### src/rtl/tm1638_stimulus_select.sv
// tm1638_stimulus_select: N-channel frame selector feeding the tm1638 driver.
// Every channel's latest frame is held. One channel is selected, either by
// next/prev pulses or by a rotation timer, and its frame is offered downstream
// on a valid/ready handshake. A pending frame that is overwritten or discarded
// before acceptance increments a saturating drop counter.

// Per-channel hold register: the latest frame and a flag saying one has arrived.
module tm1638_hold_lane #(
   parameter int DATA_W = 72
) (
   input  logic              i_clk,
   input  logic              i_rst_n,
   input  logic              i_valid,
   input  logic [DATA_W-1:0] i_data,
   output logic [DATA_W-1:0] o_hold,
   output logic              o_seen
);
   logic [DATA_W-1:0] hold_d, hold_q;
   logic              seen_d, seen_q;

   // Capture every valid frame, whether or not this channel is selected.
   always_comb begin
      hold_d = hold_q;
      seen_d = seen_q;
      if (i_valid) begin
         hold_d = i_data;
         seen_d = 1'b1;
      end
   end

   // Hold state, cleared on reset so an old frame is never replayed.
   always_ff @(posedge i_clk or negedge i_rst_n) begin
      if (!i_rst_n) begin
         hold_q <= '0;
         seen_q <= 1'b0;
      end else begin
         hold_q <= hold_d;
         seen_q <= seen_d;
      end
   end

   assign o_hold = hold_q;
   assign o_seen = seen_q;
endmodule

module tm1638_stimulus_select #(
   parameter  int NUM_CH      = 8,
   parameter  int DATA_W      = 72,
   parameter  int AUTO_CYCLES = 5_400_000,
   localparam int SEL_W       = $clog2(NUM_CH)
) (
   input  logic                     i_Clk,
   input  logic                     i_Rst_n,
   input  logic                     i_Mode,
   input  logic                     i_Next,
   input  logic                     i_Prev,
   input  logic [NUM_CH*DATA_W-1:0] i_Data,
   input  logic [NUM_CH-1:0]        i_Valid,
   output logic [DATA_W-1:0]        o_Data,
   output logic                     o_Valid,
   input  logic                     i_Ready,
   output logic [SEL_W-1:0]         o_Sel,
   output logic                     o_Sel_Changed,
   output logic [15:0]              o_Drop_Count
);
   localparam int TMR_W = $clog2(AUTO_CYCLES);
   localparam logic [TMR_W-1:0] TMR_LAST = TMR_W'(AUTO_CYCLES - 1);
   localparam logic [SEL_W-1:0] SEL_LAST = SEL_W'(NUM_CH - 1);

   logic [NUM_CH-1:0][DATA_W-1:0] in_data;
   logic [NUM_CH-1:0][DATA_W-1:0] hold;
   logic [NUM_CH-1:0]             seen;

   logic [DATA_W-1:0] data_d, data_q;
   logic              valid_d, valid_q;
   logic [SEL_W-1:0]  sel_d, sel_q;
   logic              sel_chg_d, sel_chg_q;
   logic [15:0]       drop_d, drop_q;
   logic [TMR_W-1:0]  timer_d, timer_q;
   logic              mode_d, mode_q;

   logic              manual_step, auto_step, step;
   logic              load, discard, xfer;
   logic [DATA_W-1:0] load_data;
   logic [SEL_W-1:0]  sel_inc, sel_dec;

   assign in_data = i_Data;

   for (genvar k = 0; k < NUM_CH; k++) begin : g_lane
      tm1638_hold_lane #(.DATA_W(DATA_W)) u_lane (
         .i_clk   (i_Clk),
         .i_rst_n (i_Rst_n),
         .i_valid (i_Valid[k]),
         .i_data  (in_data[k]),
         .o_hold  (hold[k]),
         .o_seen  (seen[k])
      );
   end

   // Selection: pulses win over the timer; simultaneous next+prev cancel out.
   always_comb begin
      manual_step = i_Next ^ i_Prev;
      auto_step   = 1'b0;
      mode_d      = i_Mode;
      timer_d     = timer_q;
      if (!i_Mode || manual_step || (i_Mode != mode_q)) begin
         timer_d = '0;
      end else if (timer_q == TMR_LAST) begin
         timer_d   = '0;
         auto_step = 1'b1;
      end else begin
         timer_d = timer_q + TMR_W'(1);
      end
      step    = manual_step | auto_step;
      sel_inc = (sel_q == SEL_LAST) ? '0 : sel_q + SEL_W'(1);
      sel_dec = (sel_q == '0) ? SEL_LAST : sel_q - SEL_W'(1);
      sel_d   = sel_q;
      if (manual_step && i_Prev) sel_d = sel_dec;
      else if (step)             sel_d = sel_inc;
      sel_chg_d = step;
   end

   // Output frame: a step re-emits the new channel's frame (live beats held);
   // stepping to a channel that never sent anything drops the pending frame.
   always_comb begin
      load      = 1'b0;
      discard   = 1'b0;
      load_data = in_data[sel_d];
      if (step) begin
         if (i_Valid[sel_d]) begin
            load = 1'b1;
         end else if (seen[sel_d]) begin
            load      = 1'b1;
            load_data = hold[sel_d];
         end else begin
            discard = 1'b1;
         end
      end else if (i_Valid[sel_q]) begin
         load = 1'b1;
      end
      xfer    = valid_q & i_Ready;
      data_d  = data_q;
      valid_d = valid_q;
      if (load) begin
         data_d  = load_data;
         valid_d = 1'b1;
      end else if (discard || xfer) begin
         valid_d = 1'b0;
      end
      drop_d = drop_q;
      if (valid_q && !i_Ready && (load || discard) && (drop_q != 16'hFFFF))
         drop_d = drop_q + 16'd1;
   end

   // All outputs are registered so an async reset clears them at once.
   always_ff @(posedge i_Clk or negedge i_Rst_n) begin
      if (!i_Rst_n) begin
         data_q    <= '0;
         valid_q   <= 1'b0;
         sel_q     <= '0;
         sel_chg_q <= 1'b0;
         drop_q    <= '0;
         timer_q   <= '0;
         mode_q    <= 1'b0;
      end else begin
         data_q    <= data_d;
         valid_q   <= valid_d;
         sel_q     <= sel_d;
         sel_chg_q <= sel_chg_d;
         drop_q    <= drop_d;
         timer_q   <= timer_d;
         mode_q    <= mode_d;
      end
   end

   assign o_Data        = data_q;
   assign o_Valid       = valid_q;
   assign o_Sel         = sel_q;
   assign o_Sel_Changed = sel_chg_q;
   assign o_Drop_Count  = drop_q;
endmodule
### config.mk
export PLATFORM = sky130hd
export DESIGN_NAME = tm1638_stimulus_select
export DESIGN_NICKNAME = d
export VERILOG_FILES = /design/src/rtl/tm1638_stimulus_select.sv
export SDC_FILE = /design/constraint.sdc
export NUM_CORES = 1
export LEC_CHECK = 0
export ABC_CLOCK_PERIOD_IN_PS = 3700
export CAP_MARGIN = 20
export CELL_PAD_IN_SITES_DETAIL_PLACEMENT = 1
export CELL_PAD_IN_SITES_GLOBAL_PLACEMENT = 1
export CORE_MARGIN = 5
export CORE_UTILIZATION = 41
export CTS_BUF_LIST = sky130_fd_sc_hd__clkbuf_16
export CTS_CLUSTER_DIAMETER = 80
export DETAILED_ROUTE_END_ITERATION = 6
export PLACE_DENSITY_LB_ADDON = 0.05
export SLEW_MARGIN = 20
export SYNTH_ARGS = -nofsm -noshare
export SYNTH_HDL_FRONTEND = slang
export SYNTH_SLANG_ARGS = --single-unit
### constraint.sdc
create_clock -name i_Clk -period 3.7 [get_ports i_Clk]
set_input_delay 0.555 -clock i_Clk [delete_from_list [all_inputs] [get_ports i_Clk]]
set_output_delay 0.555 -clock i_Clk [all_outputs]
set_load 0.005 [all_outputs]
==> results.rst <==
.. list-table::
   :header-rows: 1

   * - Metric
     - Value
   * - Switching power
     - 16500 uW
   * - Num ports
     - 683
   * - Internal power summed over all cells
     - 21200 uW
   * - Cell accounting for the most synthesized area
     - sky130_fd_sc_hd__dfrtp_1
   * - HPWL Detailed
     - 111000 um
   * - Cell seen most often among critical-path stages
     - sky130_fd_sc_hd__buf_4
   * - Number of CTS-inserted buffers
     - 82
   * - Share of cell area taken by muxes after synthesis
     - 0.203
   * - Largest family of logic cells by synthesized area
     - multiplexers
   * - Final setup violation count
     - 0
   * - Source-to-sink clock delay at the later pin of the worst-skew pair
     - 0.64 ns
   * - Leakage power of the design
     - 0.0196 uW
   * - Aggregate global routing overflow
     - 0
   * - Proportion of synthesized chip area in sequential cells
     - 0.486
   * - Final period util
     - 0.965
   * - Total of warnings raised by yosys
     - 0
   * - Part of the total power dissipated in sequential elements
     - 0.260
   * - Overall via count from detail_route
     - 33000
   * - Placeable core area
     - 0.0870 sq mm
   * - Start point of the critical path
     - timer_q[15]
   * - Reg clk slew, reported paths
     - 0.06 ns
   * - Die boundary height
     - 307 um
   * - Number of cells produced by synthesis
     - 3454
   * - TritonCTS clock tree
     - built
   * - Fraction of the mapped netlist area in simple logic gates
     - 0.132
   * - Pin count of the biggest net entering global routing
     - 157
   * - Cell Area, Placed
     - 0.0449 sq mm
   * - Horiz. Die Dim
     - 307 um
   * - Number of pins with negative max-slew slack in the final report
     - 0
   * - Accumulated negative setup slack
     - 0 ns
   * - Max-cap violations
     - 0
   * - Effective utilization at floorplan
     - 0.414
   * - Worst Hold Margin
     - 0.287 ns
   * - Post-layout nets
     - 4672
   * - Distinct cell type count of the synthesized netlist
     - 58
   * - Number of flops mapped to enable cells by yosys
     - 0
   * - Clk Tree Root Cell
     - sky130_fd_sc_hd__clkbuf_16
   * - Kind of start point of the critical path
     - flip-flop
   * - Worst-path maximum fanout
     - 30
   * - Final worst path period need
     - 3.57 ns
   * - Core Util, Final
     - 0.546
   * - Required time of the critical path
     - 4.22 ns
   * - Sw Ratio
     - 0.437
   * - Clock share of power
     - 0.206
   * - Data arrival at the endpoint of the critical path
     - 4.09 ns
   * - Fraction of registers with async set or reset after synthesis
     - 1.00
   * - All-Layer GR Usage
     - 0.337
   * - Count of port buffers added during placement
     - 682
   * - Post-synth design cell area
     - 0.0361 sq mm
   * - Hold path startpoint
     - i_Valid[1]
   * - Drt via density
     - 6.22
   * - P&R area growth vs syn
     - 31.7%
   * - Worst Tran Pin Value
     - 0.931 ns
   * - Share of post-route cells with drive strength above 1
     - 0.212
   * - Worst vdd ir
     - 0.690 mV
   * - Number of design-rule violations left by the first detailed-router iteration
     - 2670
   * - DRT antenna net count
     - 0
   * - Max Clock Freq
     - 280 MHz
   * - Relative contribution of combinational cells to total power
     - 0.534
   * - Hold WC Path Type
     - in -> reg
   * - Master of the slowest instance on the critical path
     - sky130_fd_sc_hd__or4bb_1
   * - Antenna violations before repair
     - 26
   * - Number of sinks handled by clock tree synthesis
     - 701
   * - Commonest register cell after synthesis
     - sky130_fd_sc_hd__dfrtp_1
   * - CTS H-tree lvls
     - 3
   * - Worst rel slew slack
     - 0.378
   * - Clock Tree Buf Depth
     - 3
   * - Final routed DRC violation total
     - 0
   * - Count of state elements after synthesis
     - 701
   * - Wire length of the first global-routing pass
     - 242000 um
   * - Last weighted congestion value of the routability-driven placer
     - 0.912
   * - Mean cell area of the mapped netlist
     - 10.4 sq um
   * - Number of global-route vias before repair
     - 36300
   * - Largest stage delay on the critical path
     - 0.60 ns
   * - Final design area excluding fillers
     - 0.0475 sq mm
   * - Number of iterations in the first detailed-routing pass
     - 7
   * - Area of the die
     - 0.0940 sq mm
   * - Total power
     - 37700 uW
   * - Kind of capture point of the worst setup path
     - flip-flop
   * - Wire length after detailed routing
     - 165000 um
   * - Average wire length per cell after detail routing
     - 31.1 um
   * - Top cell type's share of synthesized area
     - 0.486
   * - Total nets after synthesis
     - 4051
   * - Adder and majority cell fraction of the synthesized area
     - 0.00243
   * - Reg-to-Reg Start
     - timer_q[15]
   * - Ratio of total power to cell area
     - 793 mW/mm^2
   * - Site row count
     - 108
   * - Run status
     - complete, no violations
   * - Endpoints failing hold
     - 0
   * - Cell types with the largest area share after synthesis
     - sky130_fd_sc_hd__dfrtp_1 (49%), sky130_fd_sc_hd__mux2_2 (18%), sky130_fd_sc_hd__nand2_1 (6.4%)
   * - Worst Clk Skew
     - 0.0293 ns
   * - Post-synthesis compound-gate area fraction
     - 0.134
   * - Classification of the worst setup path
     - reg -> reg
   * - Area share of xor/xnor cells in the synthesized design
     - 0.00826
   * - Cells traversed along the worst timing path
     - or4bb_1 -> nor4_4 -> buf_4 -> a2111o_1 -> o211ai_4 -> inv_4 -> buf_12 -> nand2_4 -> buf_4 -> o21ai_0 -> o22ai_1 -> o311a_1 -> a221o_1
[layer usage]
metal	up-vias	GRT usage	share of wire
met4	20	0.162	0.047
met2	1640	0.551	0.48
met5	-	0	0.00080
met1	17000	0.431	0.40
met3	423	0.0686	0.078
li1	13900	-	-
[worst max-delay path, delay by kind of cell, from the launching register on]
family | cells | cell delay (ns)
flip-flops | 1 | 0.41
AND/OR/NAND/NOR | 3 | 1.04
AO/OA/AOI/OAI | 6 | 1.07
buffers and inverters | 4 | 0.92
[synth_stat cells, types with 71 or more instances]
library cell and count:
sky130_fd_sc_hd__clkbuf_1 243, sky130_fd_sc_hd__mux2_2 578, sky130_fd_sc_hd__mux2i_1 75, sky130_fd_sc_hd__dfrtp_1 701, sky130_fd_sc_hd__o311a_1 71, sky130_fd_sc_hd__a32oi_1 72, sky130_fd_sc_hd__nand2_1 616, sky130_fd_sc_hd__o21ai_0 142
sky130_fd_sc_hd__nand4_1 82, sky130_fd_sc_hd__o22ai_1 71, sky130_fd_sc_hd__a221o_1 72, sky130_fd_sc_hd__a211oi_1 72, sky130_fd_sc_hd__a21o_1 73, sky130_fd_sc_hd__nand3_1 235, sky130_fd_sc_hd__a21oi_1 76, sky130_fd_sc_hd__nor2_1 107
[worst paths after layout]
kind	endpoint	slack, ns	cells after the start
min in group asynchronous	g_lane[4].u_lane.o_hold[68]	0.55	2
max reg2reg	o_Data[35]	0.13	13
max	o_Data[35]	0.13	13
min reg2reg	g_lane[2].u_lane.o_seen	0.47	1
max in group asynchronous	g_lane[3].u_lane.o_hold[12]	1.85	3
min	g_lane[1].u_lane.o_hold[68]	0.29	2
[timing repair]
action | CTS | global route
setup buffers | 0 | 1
setup endpoints to repair | 0 | 70
hold buffers | 1 | 0
hold endpoints to repair | 15 | 0
gates resized for setup | 0 | 4
[area by class of cell]
class | count | area, sq um
antenna | 16 | 40.0
clock buffer | 82 | 2050
clock inverter | 64 | 427
fill | 9291 | 39500
inverter | 10 | 61.3
multi-input combinational | 2452 | 17400
sequential | 701 | 17500
tap | 1155 | 1450
timing repair buffer | 828 | 8540
[per-stage QoR]
stage	cells	setup slack, ns
final	5308	0.130
after detailed placement	5143	-0.277
after global routing	5306	-0.00241
after floorplan	3454	0.390
after global placement	5143	-0.159
after CTS	5290	0.0176
[kinds of logic after synthesis]
family / Yosys count
AOI/OAI and AO/OA: 664
muxes: 655
adders and majority gates: 7
xor gates and xnor gates: 34
and+or+nand+nor: 1092
DFF: 701
buffers and inverters: 301
[registers in the layout, indices dropped and copies added, names as in the netlist]
register	flops
o_Valid	1
o_Sel	3
o_Drop_Count	16
timer_q	23
g_lane.u_lane.o_hold	576
o_Data	72
o_Sel_Changed	1
mode_q	1
g_lane.u_lane.o_seen	8
[cells in the final DEF (no fill, tap or decap), types with 3 or more instances in the layout]
| cell | n |
|---|---|
| sky130_fd_sc_hd__inv_1 | 29 |
| sky130_fd_sc_hd__a211oi_1 | 72 |
| sky130_fd_sc_hd__diode_2 | 16 |
| sky130_fd_sc_hd__nand2_1 | 613 |
| sky130_fd_sc_hd__clkdlybuf4s50_1 | 673 |
| sky130_fd_sc_hd__dfrtp_1 | 701 |
| sky130_fd_sc_hd__nand2b_1 | 4 |
| sky130_fd_sc_hd__o311a_1 | 71 |
| sky130_fd_sc_hd__ha_1 | 7 |
| sky130_fd_sc_hd__clkbuf_16 | 83 |
| sky130_fd_sc_hd__o22ai_1 | 71 |
| sky130_fd_sc_hd__nor2_1 | 106 |
| sky130_fd_sc_hd__clkinv_2 | 13 |
| sky130_fd_sc_hd__buf_4 | 102 |
| sky130_fd_sc_hd__inv_6 | 4 |
| sky130_fd_sc_hd__clkinv_1 | 16 |
| sky130_fd_sc_hd__nand3_1 | 234 |
| sky130_fd_sc_hd__o21ai_0 | 142 |
| sky130_fd_sc_hd__nand2_4 | 3 |
| sky130_fd_sc_hd__mux2i_1 | 75 |
| sky130_fd_sc_hd__xor2_1 | 23 |
| sky130_fd_sc_hd__bufinv_16 | 4 |
| sky130_fd_sc_hd__buf_12 | 47 |
| sky130_fd_sc_hd__and2_1 | 3 |
| sky130_fd_sc_hd__a221o_1 | 72 |
| sky130_fd_sc_hd__or2_2 | 9 |
| sky130_fd_sc_hd__nor3_1 | 6 |
| sky130_fd_sc_hd__a32oi_1 | 72 |
| sky130_fd_sc_hd__nand4_1 | 82 |
| sky130_fd_sc_hd__a21oi_1 | 76 |
| sky130_fd_sc_hd__a21o_1 | 73 |
| sky130_fd_sc_hd__nor2_4 | 4 |
| sky130_fd_sc_hd__mux2_2 | 578 |
| sky130_fd_sc_hd__clkinv_8 | 3 |
| sky130_fd_sc_hd__xnor2_1 | 11 |
| sky130_fd_sc_hd__and3_1 | 11 |
[power by group through the flow]
stage	combinational [uW]	clock [uW]	sequential, uW
final	20100	7760	9780
after global routing	21200	8190	9870
after CTS	19700	7870	9760
after detailed placement	19600	0	9860
after global placement	19000	0	9830
after floorplan	11100	0	9510
No activity file was read; power rests on OpenSTA's default activity.
